`config.mk`:
```
export PLATFORM = sky130hd
export DESIGN_NAME = transmission_arb8
export DESIGN_NICKNAME = d
export VERILOG_FILES = /design/src/rtl/transmission_pkg.sv /design/src/rtl/rr_pick8.sv /design/src/rtl/transmission_arb8.sv
export SDC_FILE = /design/constraint.sdc
export NUM_CORES = 1
export LEC_CHECK = 0
export CAP_MARGIN = 5
export CORE_UTILIZATION = 40
export DETAILED_ROUTE_END_ITERATION = 7
export GPL_TIMING_DRIVEN = 0
export PLACE_DENSITY = 0.66
export SLEW_MARGIN = 20
export SYNTH_ARGS = -nofsm -noshare
export SYNTH_HDL_FRONTEND = slang
export SYNTH_HIERARCHICAL = 1
export SYNTH_SLANG_ARGS = --single-unit
```
`constraint.sdc`:
```
create_clock -name clk -period 4.3 [get_ports clk]
set_input_delay 0.43 -clock clk [delete_from_list [all_inputs] [get_ports clk]]
set_output_delay 0.43 -clock clk [all_outputs]
set_load 0.02 [all_outputs]
```
`src/rtl/transmission_pkg.sv`:
```
// Shared definitions for the 8-way transmission path scheduler.
package transmission_pkg;

  localparam int NCH   = 8;
  localparam int SEL_W = 3;

  typedef enum logic [1:0] {
    IDLE,
    GRANT,
    GUARD
  } stateT;

endpackage

```
`src/rtl/rr_pick8.sv`:
```
// Combinational round-robin picker: first set request scanning ptr, ptr+1, ... with wrap.
module rr_pick8
  import transmission_pkg::*;
(
  input  logic [NCH-1:0]   iReq,
  input  logic [SEL_W-1:0] ptr,
  output logic [SEL_W-1:0] idx,
  output logic             found
);

  logic [SEL_W-1:0] cand;

  // Scan from the farthest offset down so the nearest requester to ptr wins.
  always_comb begin
    idx   = '0;
    found = 1'b0;
    cand  = '0;
    for (int i = NCH - 1; i >= 0; i--) begin
      cand = ptr + SEL_W'(i);
      if (iReq[cand]) begin
        idx   = cand;
        found = 1'b1;
      end
    end
  end

endmodule

```
`src/rtl/transmission_arb8.sv`:
```
// Round-robin time-division scheduler for the 8:1 / 1:8 transmission line.
// Optional feature macro: TRANSMISSION_ARB_GUARD_EN inserts one dead cycle
// (GUARD) after every grant so the de-selector settles before a new owner.
//
// state | meaning
// IDLE  | no owner; pick from ptr when any request is present
// GRANT | channel sel owns the line; cnt counts cycles in the slot
// GUARD | dead cycle after a grant (guard build only), then acts as IDLE
module transmission_arb8
  import transmission_pkg::*;
#(
  parameter int SLOT_LEN = 4,
  parameter int CNT_W    = 8
) (
  input  logic             clk,
  input  logic             rst,
  input  logic [7:0]       iReq,
  output logic             oA,
  output logic             oB,
  output logic             oC,
  output logic [7:0]       oGrant,
  output logic             oValid,
  output logic [CNT_W-1:0] oSlotCnt
);

  localparam logic [CNT_W-1:0] CNT_LAST = CNT_W'(SLOT_LEN - 1);

  stateT            state, stateNext;
  logic [SEL_W-1:0] sel, selNext;
  logic [SEL_W-1:0] ptr, ptrNext;
  logic [CNT_W-1:0] cnt, cntNext;
  logic [NCH-1:0]   grant, grantNext;
  logic             valid, validNext;
  logic             endGrant;
  logic [SEL_W-1:0] pickPtr;
  logic [SEL_W-1:0] pickIdx;
  logic             pickFound;

  // At end of grant the re-pick must start after the current owner, one edge
  // before ptr itself is updated, so the picker sees sel+1 directly.
  assign pickPtr = (state == GRANT) ? sel + 3'd1 : ptr;

  rr_pick8 uPick (
    .iReq  (iReq),
    .ptr   (pickPtr),
    .idx   (pickIdx),
    .found (pickFound)
  );

  // Next-state and next-output decode.
  always_comb begin
    stateNext = state;
    selNext   = sel;
    ptrNext   = ptr;
    cntNext   = cnt;
    grantNext = grant;
    validNext = valid;
    endGrant  = 1'b0;
    case (state)
      GRANT: begin
        endGrant = !iReq[sel] || (cnt == CNT_LAST);
        if (endGrant) begin
          ptrNext = sel + 3'd1;
          cntNext = '0;
`ifdef TRANSMISSION_ARB_GUARD_EN
          stateNext = GUARD;
          validNext = 1'b0;
          grantNext = '0;
`else
          if (pickFound) begin
            selNext          = pickIdx;
            validNext        = 1'b1;
            grantNext        = '0;
            grantNext[pickIdx] = 1'b1;
          end else begin
            stateNext = IDLE;
            validNext = 1'b0;
            grantNext = '0;
          end
`endif
        end else begin
          cntNext = cnt + 1'b1;
        end
      end
      default: begin
        // IDLE and GUARD share the pick; selects hold when nothing is requested.
        cntNext = '0;
        if (pickFound) begin
          stateNext          = GRANT;
          selNext            = pickIdx;
          validNext          = 1'b1;
          grantNext          = '0;
          grantNext[pickIdx] = 1'b1;
        end else begin
          stateNext = IDLE;
          validNext = 1'b0;
          grantNext = '0;
        end
      end
    endcase
  end

  // State and output registers with synchronous reset.
  always_ff @(posedge clk) begin
    if (rst) begin
      state <= IDLE;
      sel   <= '0;
      ptr   <= '0;
      cnt   <= '0;
      grant <= '0;
      valid <= 1'b0;
    end else begin
      state <= stateNext;
      sel   <= selNext;
      ptr   <= ptrNext;
      cnt   <= cntNext;
      grant <= grantNext;
      valid <= validNext;
    end
  end

  assign {oA, oB, oC} = sel;
  assign oGrant       = grant;
  assign oValid       = valid;
  assign oSlotCnt     = cnt;

endmodule

```
# Word level (Yosys, flattened, before mapping)
# Cells that the tools add are included.
# totals
input_bits	10
regBits	25
output_inout_bits	20
# op_classes
reduce_logical	6
bitwise	1
n_eq_ne	4
mux	50
order_cmp	11
add_sub_neg	9
# op_table
op	count
$lt A3 B4 Y1 const B	10
$mux W3	12
$bmux W1 S3	9
$mux W8	3
$mux W1	22
$add A3 B3 Y3 const B	4
$add A8 B1 Y8 const B	1
$eq A8 B2 Y1 const B	1
$add A3 B1 Y3 const B	2
$add A3 B2 Y3 const B	2
$mux W2	3
$reduce_and A2 Y1	2
$demux W1 S3	1
$ge A3 B1 Y1 const B	1
$reduce_or A3 Y1	1
$eq A2 B1 Y1 const B	1
$ne A2 B1 Y1 const B	1
$ne A2 B2 Y1 const B	1
$logic_and A1 B1 Y1	1
$logic_not A1 Y1	1
$logic_or A1 B1 Y1	1
$not A1 Y1	1

# Depth between registers and ports, before layout
# logic_depth
depth_word	20
mapped_depth	18
ltp_nobuf	15

# By module
# Netlist, hierarchy kept.
# by_module_without_submodules
mod	cells_per_inst	seq_area_each_um2	instances	area_each_um2
transmission_arb8	125	480.5	1	1237.4
rr_pick8	90	0.0	1	782.0

# Worst setup path before layout
# Ideal clock, no wire load.
# synth_timing
kind	register to register
start	register state[0]
end	register grant[2], in the netlist oGrant[2]
path_slack_ps	351
setup_ps	65
stages_incl_launch_ff	18
arrival_time_ps	3884
synth_period_minus_slack_ps	3949
required_ps	4235
cell_sequence	dfxtp_1 clkbuf_1 inv_1 o21ai_0 buf_6 inv_1 ha_1 clkbuf_1 mux4_2 mux2_4 o21ai_2 a31oi_1 o21bai_1 mux2_1 nand2b_1 nor2_1 mux2i_1 nor2_1
# synth_via
elab_chain_cells	20
word_cells_on_any_way	50
cone_classes	add/sub (7); order compare (2); eq/ne (2); mux (38); reduce/logical (1)
# synth_rtl
element	line	source
start: declaration	transmission_arb8.sv:28	stateT state, stateNext;
start signal: assignment	transmission_arb8.sv:113	state <= stateNext;
$eq A2 B1 Y1 *	-	
$mux W3 *	transmission_arb8.sv:41	assign pickPtr = (state == GRANT) ? sel + 3'd1 : ptr;
via pickPtr[0]	transmission_arb8.sv:35	logic [SEL_W-1:0] pickPtr;
$add A3 B3 Y3	rr_pick8.sv:19	cand = ptr + SEL_W'(i);
$bmux W1 S3	rr_pick8.sv:20	if (iReq[cand]) begin
$mux W1 (not written as such)	rr_pick8.sv:20	
$mux W3 (7 in series)	rr_pick8.sv:20	
$mux W3 *	rr_pick8.sv:20	
via pickIdx[0]	transmission_arb8.sv:36	logic [SEL_W-1:0] pickIdx;
$lt A3 B4 Y1 (not written as such) or $ge A3 B1 Y1 (tied branches)	transmission_arb8.sv:74, transmission_arb8.sv:93	
$logic_and A1 B1 Y1 (not written as such)	transmission_arb8.sv:74, transmission_arb8.sv:93	
$mux W1 (not written as such)	transmission_arb8.sv:74, transmission_arb8.sv:93	
$demux W1 S3 *	transmission_arb8.sv:74, transmission_arb8.sv:93	
$mux W8 *	transmission_arb8.sv:70, transmission_arb8.sv:88	
$mux W8	transmission_arb8.sv:62	if (endGrant) begin
$mux W8 *	transmission_arb8.sv:59	case (state)
end signal: assignment	transmission_arb8.sv:117	grant <= grantNext;
end: declaration	transmission_arb8.sv:32	logic [NCH-1:0] grant, grantNext;
# Mark *: on every way through the listed nets, which the timed path passes. The rest lies on a longest branch. The select of a mux whose other input is x is not followed.
# A chain may end at the register's enable or synchronous reset.

# Final worst setup path
# layout_timing
start	register sel[1]
end	register grant[5], in the netlist oGrant[5]
# layout_via
elab_chain_cells	20
word_cells_on_any_way	54
cone_classes	add/sub (8); order compare (2); eq/ne (1); mux (40); reduce/logical (3)
# layout_rtl
element	line	source
start: declaration	transmission_arb8.sv:29	logic [SEL_W-1:0] sel, selNext;
start signal: assignment	transmission_arb8.sv:114	sel <= selNext;
$add A3 B1 Y3 *	transmission_arb8.sv:41	
$mux W3 *	transmission_arb8.sv:41	
via pickPtr[1]	transmission_arb8.sv:35	
$add A3 B3 Y3	rr_pick8.sv:19	
$bmux W1 S3	rr_pick8.sv:20	
$mux W1 (not written as such)	rr_pick8.sv:20	
$mux W3 (7 in series)	rr_pick8.sv:20	
$mux W3 *	rr_pick8.sv:20	
via pickIdx[1]	transmission_arb8.sv:36	
$lt A3 B4 Y1 (not written as such) or $ge A3 B1 Y1 (tied branches)	transmission_arb8.sv:74, transmission_arb8.sv:93	
$logic_and A1 B1 Y1 (not written as such)	transmission_arb8.sv:74, transmission_arb8.sv:93	
$mux W1 (not written as such)	transmission_arb8.sv:74, transmission_arb8.sv:93	
$demux W1 S3 *	transmission_arb8.sv:74, transmission_arb8.sv:93	
$mux W8 *	transmission_arb8.sv:70, transmission_arb8.sv:88	
$mux W8	transmission_arb8.sv:62	
$mux W8 *	transmission_arb8.sv:59	
# Marks and branches as above.

==> results_dict.tcl <==
set metrics [dict create \
    gr-total-overflow 0 \
    nFillCells 454 \
    globalRouteTotalUtil_pct 18.5 \
    finClkSkew_ns 0.00144 \
    num_rows 25 \
    synth.top_cells.by_count "sky130_fd_sc_hd__nor2_1 (35), sky130_fd_sc_hd__dfxtp_1 (24), sky130_fd_sc_hd__mux2i_1 (17), sky130_fd_sc_hd__nand2_1 (14), sky130_fd_sc_hd__a21oi_1 (9)" \
    route.detailed.wl_per_inst_um 14.5 \
    clock_tree.buffer_depth 2 \
    nNetsFinal 260 \
    cts_buffers 3 \
    multi_input_area_um2 1440 \
    achievable_frequency_ghz 0.252 \
    leakage_uw 0.000976 \
    final_core_utilization_pct 51.2 \
    path_buf_inv 3 \
    report.final.hold_viol_count 0 \
    floorplan.core_area_um2 4790 \
    tightestPinTransition_ns 0.446 \
    cts_setup_buffers 0 \
    clockRootBuffer "sky130_fd_sc_hd__clkbuf_8" \
    yosysUniqueCellTypes 57 \
    yosys_warnings 6 \
    endpoint_kind "flop" \
    grt_start_max_net_pins 14 \
    cts_hold_buf 0 \
    power.density_cell_area_nw_per_um2 720 \
    max_stage_delay_ns 0.40 \
    antenna_found_initial 0 \
    cp.required_ns 4.45 \
    viasPerCell 5.52 \
    clk_pin_slew_ns 0.08 \
    die-height_um 73.1 \
    final.setup.worst_slack_ns 0.326 \
    drcViolationCount 0 \
    yosys_register_bits 24 \
    ant_nets 0 \
    path_delay_family "multiplexers" \
    final-seq-area_um2 482 \
    hold_path_class "input pin to flop" \
    netlist.area_leader.share_pct 23.8 \
    yosys_most_used_dff "sky130_fd_sc_hd__dfxtp_1" \
    swShare_pct 46.2 \
    synth.cell_area_um2 2020 \
    pre_cts_ws_ns -0.376 \
    first_iter_violations 117 \
    detailroute.via_count 1723 \
    synth_most_common_cell "sky130_fd_sc_hd__nor2_1" \
    vdd_ir_drop_max_mv 0.398 \
    areaGrowthSynthToFinish_pct 21.4 \
    path_class "flop to flop" \
    port-buffer-count 28 \
    source_to_sink_clock_delay_at_the_later_pin_of_the_worst_skew_pair_ns 0.27 \
    synth_top_cells_by_area "sky130_fd_sc_hd__dfxtp_1 (24%), sky130_fd_sc_hd__mux2i_1 (8.4%), sky130_fd_sc_hd__mux4_1 (6.5%), sky130_fd_sc_hd__nor2_1 (6.5%), sky130_fd_sc_hd__mux4_2 (5.6%)" \
    cts_tree "yes" \
    wirelength_um 4530 \
    rsz0062_at_grt "no" \
    diodes 0 \
    total_power_uw 1770 \
    netlist.top_cell.by_area "sky130_fd_sc_hd__dfxtp_1" \
    clock_power_share_pct 8.6 \
    postSynthAreaPerCell_um2 9.39 \
    max_cap_violations 0 \
    wire_length_of_the_first_global_routing_pass_um 7700 \
    critical-path-slowest-cell "sky130_fd_sc_hd__ha_2" \
    syn_inst 215 \
    net_count_after_synthesis 229 \
    die-area_um2 5340 \
    relSlewSlack_pct 70.0 \
    logic_gate_share_of_total_power_pct 73.3 \
    ys_async_sr_fraction_pct 0 \
    outcome "finished, final reports clean" \
    synth_edf_count 0 \
    first_global_vias 1648 \
    dr.pass1.iters 4 \
    fraction_of_power_consumed_by_sequential_logic_pct 18.1 \
    cpMostUsedCell "sky130_fd_sc_hd__nor2_1" \
    cts.htree.levels 1 \
    crit_path_cell_trace "ha_1 -> mux2_2 -> buf_4 -> buf_4 -> inv_1 -> ha_2 -> mux4_2 -> mux2_4 -> a221oi_1 -> and3_1 -> nor3_1 -> nor2_1 -> nand2b_1 -> nor2_1 -> mux2i_1 -> nor2_1" \
    floorplan.die.width_um 73.1 \
    detailedPlacementHpwl_um 3450 \
    finalCritPeriodShare_pct 92.4 \
    drive_above_1_share_pct 17.1 \
    report.final.setup_viol 0 \
    numClockSinks 24 \
    number_of_i_o_pins 30 \
    cellInternalPower_uw 950 \
    worst_ep_arrival_time_ns 4.12 \
    timing.setup.tns_ns 0 \
    floorplan.initialDensity_pct 42.2 \
    slew_violations 0 \
    crit_path_max_fanout 10 \
    place_congestion 0.908 \
    p_sw_uw 815 \
    synth_seq_area_share_pct 23.8 \
    critPathLaunchType "flop" \
    timing.final.crit_period_ns 3.97 \
]
==> power by group through the flow <==
stage | registers (µW) | clock network [µW] | logic (µW)
after floorplan | 369 | 0 | 931
after global placement | 323 | 0 | 1250
after detailed placement | 323 | 0 | 1260
after CTS | 318 | 158 | 1270
after global routing | 329 | 165 | 1440
final | 320 | 151 | 1290
==> state kept, by name, indices dropped and copies added (netlist names) <==
name,flops
oValid,1
ptr,3
state,1
sel,3
oSlotCnt,8
oGrant,8
==> placed cells by master, fill, tap and decap left out, drive strengths merged, types with 4 or more instances in the layout <==
cell type	Yosys	final
nand3	5	5
nor2	35	35
nand2	14	14
mux2i	18	18
nor3	5	5
xor2	6	6
a21oi	9	9
ha	4	4
inv	8	8
mux4	10	10
dfxtp	24	24
mux2	9	9
xnor2	4	4
clkdlybuf4s50	0	28
clkbuf	3	5
o21ai	5	5
o31ai	4	4
a31oi	5	5
buf	7	7
==> cells by family (layout without fill, tap and decap cells) <==
logic type	Yosys count	count (layout)	synth area share (%)
AND/OR/NAND/NOR	81	81	20.0
multiplexers	37	37	26.8
XOR/XNOR	10	10	4.34
adder cells (fa/ha/maj)	4	4	2.48
AO/OA/AOI/OAI	40	40	17.0
buffers and inverters	19	49	5.70
flip-flops	24	24	23.8
==> worst paths after layout <==
check                         startpoint                      to  slack (ns)  depth (start not counted)
hold reg to reg   oSlotCnt[0]$_SDFF_PP0_  oSlotCnt[0]$_SDFF_PP0_        0.46                          1
setup / recovery     sel[1]$_SDFFE_PP0P_  oGrant[5]$_SDFFE_PP0P_        0.33                         16
hold / removal                       rst     sel[1]$_SDFFE_PP0P_        0.38                          2
setup reg to reg     sel[1]$_SDFFE_PP0P_  oGrant[5]$_SDFFE_PP0P_        0.33                         16
==> layout make-up <==
cell class,instances,area share (%)
inverter,8,1.22
tap,67,3.42
timing repair buffer,28,11.4
sequential,24,19.6
clock buffer,4,2.24
multi-input combinational,172,58.9
buffer,9,3.16
==> through the flow <==
stage / instance area [µm²] / hold slack (ns) / std cells
after global placement: 2380 / 0.440 / 310
after CTS: 2440 / 0.378 / 313
final: 2450 / 0.384 / 312
after floorplan: 2020 / 0.459 / 215
after global routing: 2450 / 0.390 / 312
after detailed placement: 2380 / 0.449 / 310
==> timing repair <==
item                       4_1_cts  5_1_grt
pin swaps                        0        0
gates cloned                     0        0
resized for setup                2        6
setup endpoints to repair       11        8
==> worst register-to-register path, stage by stage (launching register included) <==
cell and delay [ns]:
sky130_fd_sc_hd__dfxtp_2 0.37, sky130_fd_sc_hd__ha_1 0.31, sky130_fd_sc_hd__mux2_2 0.31, sky130_fd_sc_hd__buf_4 0.17, sky130_fd_sc_hd__buf_4 0.17, sky130_fd_sc_hd__inv_1 0.18
sky130_fd_sc_hd__ha_2 0.40, sky130_fd_sc_hd__mux4_2 0.40, sky130_fd_sc_hd__mux2_4 0.32, sky130_fd_sc_hd__a221oi_1 0.23, sky130_fd_sc_hd__and3_1 0.20, sky130_fd_sc_hd__nor3_1 0.04
sky130_fd_sc_hd__nor2_1 0.34, sky130_fd_sc_hd__nand2b_1 0.19, sky130_fd_sc_hd__nor2_1 0.04, sky130_fd_sc_hd__mux2i_1 0.13, sky130_fd_sc_hd__nor2_1 0.05
==> metal layers <==
metal	wire, µm	track usage, %	share of wire, %
met1	2220	25.6	49
met2	2130	30.2	47
met3	106	0.829	2.3
met4	76	7.41	1.7
met5	0	0	0
(Power assumes the default switching activity.)
==> RTL edit 1: new RTL, config.mk and constraints unchanged <==
Change the parameter `CNT_W` from 8 to 7.
--- a/src/rtl/transmission_arb8.sv
+++ b/src/rtl/transmission_arb8.sv
@@ -12,3 +12,3 @@
   parameter int SLOT_LEN = 4,
-  parameter int CNT_W    = 8
+  parameter int CNT_W    = 7
 ) (
Interface: changed (resized oSlotCnt); port bits go from 30 to 29. The function was not compared with the original's and may differ.
==> RTL edit 1 against the unedited design <==
- the run now ends with DRC left
- first-iteration DRC count fell by 29%
- sequential cell count fell by 1
- setup slack got worse by 0.051 ns
- total power fell by 6.1%
- wire length fell by 3.3%
- count of clock-buffer cells in the layout did not move
- global-route usage rose by 0.40 points
- cell count fell by 6.4%
- final area fell by 6.9%
- sequential share of layout area rose by 0.74 points
- area after synthesis fell by 7.0%
==> RTL edit 1: results (changes against the unedited design) <==
run_status:
  status: "complete, but fails checks"
  violations: "DRC"
worst_setup_path:
  cp_slowest_cell: "mux4_2"
  cp.arrival_ns: 4.22  # +0.10 ns
  reg2reg_slack_ns: 0.28  # -0.05 ns
  cp-endpoint: "oGrant[0]$_SDFFE_PP0P_"
  crit_path_start: "state[0]$_SDFFE_PP0P_"
placement:
  dpl_cell_area_um2: 2210  # -7.1%
  dp_hpwl_um: 3250  # -5.8%
detailed_routing:
  met3_length_um: 147  # +39%
  drc: 4  # +4
  viasPerCell: 5.68  # +2.9%
  drt-total-wl_um: 4380  # -3.3%
sta:
  fin_hold_ws_ns: 0.483  # +0.0989 ns
pwr:
  power.internal_w: 0.000885  # -6.8%
  p_comb_w: 0.00121  # -6%
  peakVddDrop_mv: 0.367  # -7.8%
global_routing:
  grtUsageMet3_pct: 1.01  # +0.18 points
  grt_max_degree: 13  # -1
synth:
  ys_types: 53  # -7.0%
  synth_commonest_cells: "23 x dfxtp_1, 23 x nor2_1, 18 x mux2i_1, 12 x a21oi_1, 12 x nand2_1"
  synthTopCellsByArea: "dfxtp_1 25%, mux2i_1 9.6%, mux4_1 7.0%"
min_path:
  min-delay-start: "ptr[1]$_SDFFE_PP0P_"
  hold-path-endpoint: "ptr[1]$_SDFFE_PP0P_"
cells_and_area:
  fill_cells: 426  # -6.2%
  fin_nets: 255  # -1.9%
-- RTL edit 1: changes by cell type after synthesis, sizes merged, moves of 3 or more --
cell / change
a21oi: +3
nand2b: +5
nand4b: +3
nor2: -12
nor3: +5
o21ai: +4
-- RTL edit 1: logic make-up (layout without fill, tap and decap cells) --
group           count (synthesis)  in the layout  share of synthesized area [%]
mux                            35             35                           27.0
flops                          23             23                           24.5
compound gates                 44             44                           16.0
buf+inv                        20             50                           5.40
fa+ha+maj                       4              4                           2.66
xor+xnor                        9              9                           4.20
simple gates                   75             75                           20.3
-- RTL edit 1: repair_timing --
item,in CTS,in global routing
hold buffers,0,0
gates cloned,0,0
pin swaps,0,0
resized for setup,3,5
setup endpoints to repair,8,8
-- RTL edit 1: layout make-up --
cell class	instances	share of cell area [%]
Timing Repair Buffer	27	11.8
Buffer	11	2.96
Sequential cell	23	20.4
Multi-Input combinational cell	167	58.7
Clock buffer	4	1.97
Inverter	8	1.32
Tap cell	52	2.85
==> RTL edit 2: new RTL, config.mk and constraints unchanged <==
Without the edit above. Put one more register stage on the output `oSlotCnt`, without a reset. The value now appears one clock later. The other outputs are not delayed to match.
--- a/src/rtl/transmission_arb8.sv
+++ b/src/rtl/transmission_arb8.sv
@@ -124,3 +124,5 @@
   assign oValid       = valid;
-  assign oSlotCnt     = cnt;
+  always_ff @(posedge clk) begin
+    oSlotCnt <= cnt;
+  end
 
Formal check against the unedited RTL: not equivalent (Yosys sat finds a counterexample within 4 cycles, from zero or initial values and one cycle with rst high).
==> RTL edit 2 against the unedited design <==
- sequential cell count grew 8
- wire length shrank 3.9%
- setup slack lost 0.016 ns
- via count grew 0.75%
- area after synthesis grew 1.1%
- final area grew 2.8%
- core utilization grew 1.1 points
- first-iteration DRC count grew 19%
- critical path depth is the same
- total power grew 5.0%
- cell count grew 3.8%
==> RTL edit 2: results (changes against the unedited design) <==
run_status:
  status: "finished, final reports clean"
placement:
  place_ws_ns: -0.0855  # +0.291 ns
  dp_hpwl_um: 3240  # -6.2%
  place_congestion: 0.870  # -4.2%
global_routing:
  grtUsageMet2_pct: 27.8  # -2.4 points
  grt_pass1_vias: 1573  # -4.6%
  grt_use_total_pct: 17.5  # -0.99 points
  met1_usage_pct: 23.8  # -1.8 points
  grtUsageMet3_pct: 3.16  # +2.3 points
  grt_pass1_wl_um: 7360  # -4.5%
  grt_max_degree: 11  # -3
cells_and_area:
  antenna_cells: 0  # unchanged
  drive_above_1_share_pct: 12.5  # -4.7 points
  fill_cells: 461  # +1.5%
  fin_nets: 270  # +3.8%
synth:
  synthTopCellsByArea: "dfxtp_1 31%, mux2i_1 8.8%, nor2_1 6.6%"
  synth_commonest_cells: "36 x nor2_1, 32 x dfxtp_1, 18 x mux2i_1, 15 x nand2_1, 13 x a21oi_1"
  async_reset_ff_share_pct: 0  # unchanged
  synth-seq-area-share_pct: 31.4  # +7.6 points
  yosys_warnings: 6  # unchanged
  ys.flop_type: "dfxtp_1"
  syn_nets: 237  # +3.5%
  ys_types: 47  # -18%
pwr:
  power_leakage_nw: 1.00  # +2.8%
  peakVddDrop_mv: 0.614  # +54%
  p_sw_w: 0.000792  # -2.9%
sta:
  final-setup-viol-count: 0  # unchanged
  fin_hold_ws_ns: 0.368  # -0.0159 ns
  tightest_slew_ns: 0.471  # +0.0247 ns
  fin_skew_ns: 0.00327  # +0.00183 ns
worst_setup_path:
  reg2reg_slack_ns: 0.31  # -0.02 ns
  crit_path_start: "sel[1]$_SDFFE_PP0P_"
  cp_slowest_cell: "mux4_2"
  cp.arrival_ns: 4.15  # +0.03 ns
detailed_routing:
  drt-pass1-iter-count: 4  # unchanged
  vias: 1736  # +0.75%
  drt-total-wl_um: 4360  # -3.9%
  postRouteAntennaNets: 0  # unchanged
  dr.first_iter.drc_count: 139  # +19%
clock_network:
  cts_buffers: 5  # +2
  htree_levels: 2  # +1
  cts-root-buf: "clkbuf_8"
  clk_pin_slew_ns: 0.06  # -0.02 ns
min_path:
  hp-class: "reg -> reg"
  hold_depth: 0  # -2
  hold-path-endpoint: "oSlotCnt[1]$_DFF_P_"
  min-delay-start: "cnt[1]$_SDFF_PP0_"
[RTL edit 2: cells by family (layout without fill, tap and decap cells)]
logic type	Yosys count	after routing	share of synthesized area [%]
flip-flops	32	32	31.4
XOR/XNOR	10	10	4.29
multiplexers	35	35	24.8
AND/OR/NAND/NOR	82	82	18.6
buffers and inverters	20	54	5.02
adder cells (fa/ha/maj)	4	4	2.45
AO/OA/AOI/OAI	40	40	13.5
[RTL edit 2: final cells by class]
class	count	area [um2]	area share, %
clock inverter	2	35.0	1.39
buffer	10	65.1	2.58
multi-input combinational	171	1310	52.0
inverter	8	30.0	1.19
tap	67	83.8	3.33
sequential	32	642	25.5
clock buffer	6	72.6	2.88
timing repair buffer	28	280	11.1
[RTL edit 2: power by group through the flow]
| stage | combinational [W] | sequential (W) | clock (W) |
|---|---|---|---|
| after floorplan | 0.000836 | 0.000449 | 0 |
| after global placement | 0.00116 | 0.000398 | 0 |
| after detailed placement | 0.00116 | 0.000399 | 0 |
| after CTS | 0.00118 | 0.000394 | 0.000284 |
| after global routing | 0.00131 | 0.000403 | 0.000297 |
| final | 0.00118 | 0.000395 | 0.000276 |
[RTL edit 2: stage by stage]
stage | area (um2) | cells | TNS (ns)
after global placement | 2410 | 318 | -0.260
after detailed placement | 2410 | 318 | -0.225
after global routing | 2520 | 324 | 0
final | 2520 | 324 | 0
after floorplan | 2040 | 223 | 0
after CTS | 2520 | 326 | 0
[RTL edit 2: how the worst max path moves through the flow]
| stage | endpoint | cells after the start | slack, ns |
|---|---|---|---|
| floorplan | oGrant[0]$_SDFFE_PP0P_ | 17 | 0.47 |
| global placement | oGrant[3]$_SDFFE_PP0P_ | 17 | -0.09 |
| detailed placement | oGrant[2]$_SDFFE_PP0P_ | 17 | -0.09 |
| CTS | oGrant[0]$_SDFFE_PP0P_ | 17 | 0.07 |
| global route | oGrant[0]$_SDFFE_PP0P_ | 16 | 0.01 |
| finish | oGrant[5]$_SDFFE_PP0P_ | 16 | 0.31 |
[RTL edit 2: layer usage]
metal / routed length (um) / vias up
met4: 64 / 0
li1: - / 877
met5: 0 / -
met1: 2010 / 806
met2: 2020 / 47
met3: 262 / 6
[RTL edit 2: repair_timing]
item	CTS	global route
resized for setup	2	2
setup endpoints to repair	8	8
cloned	0	0
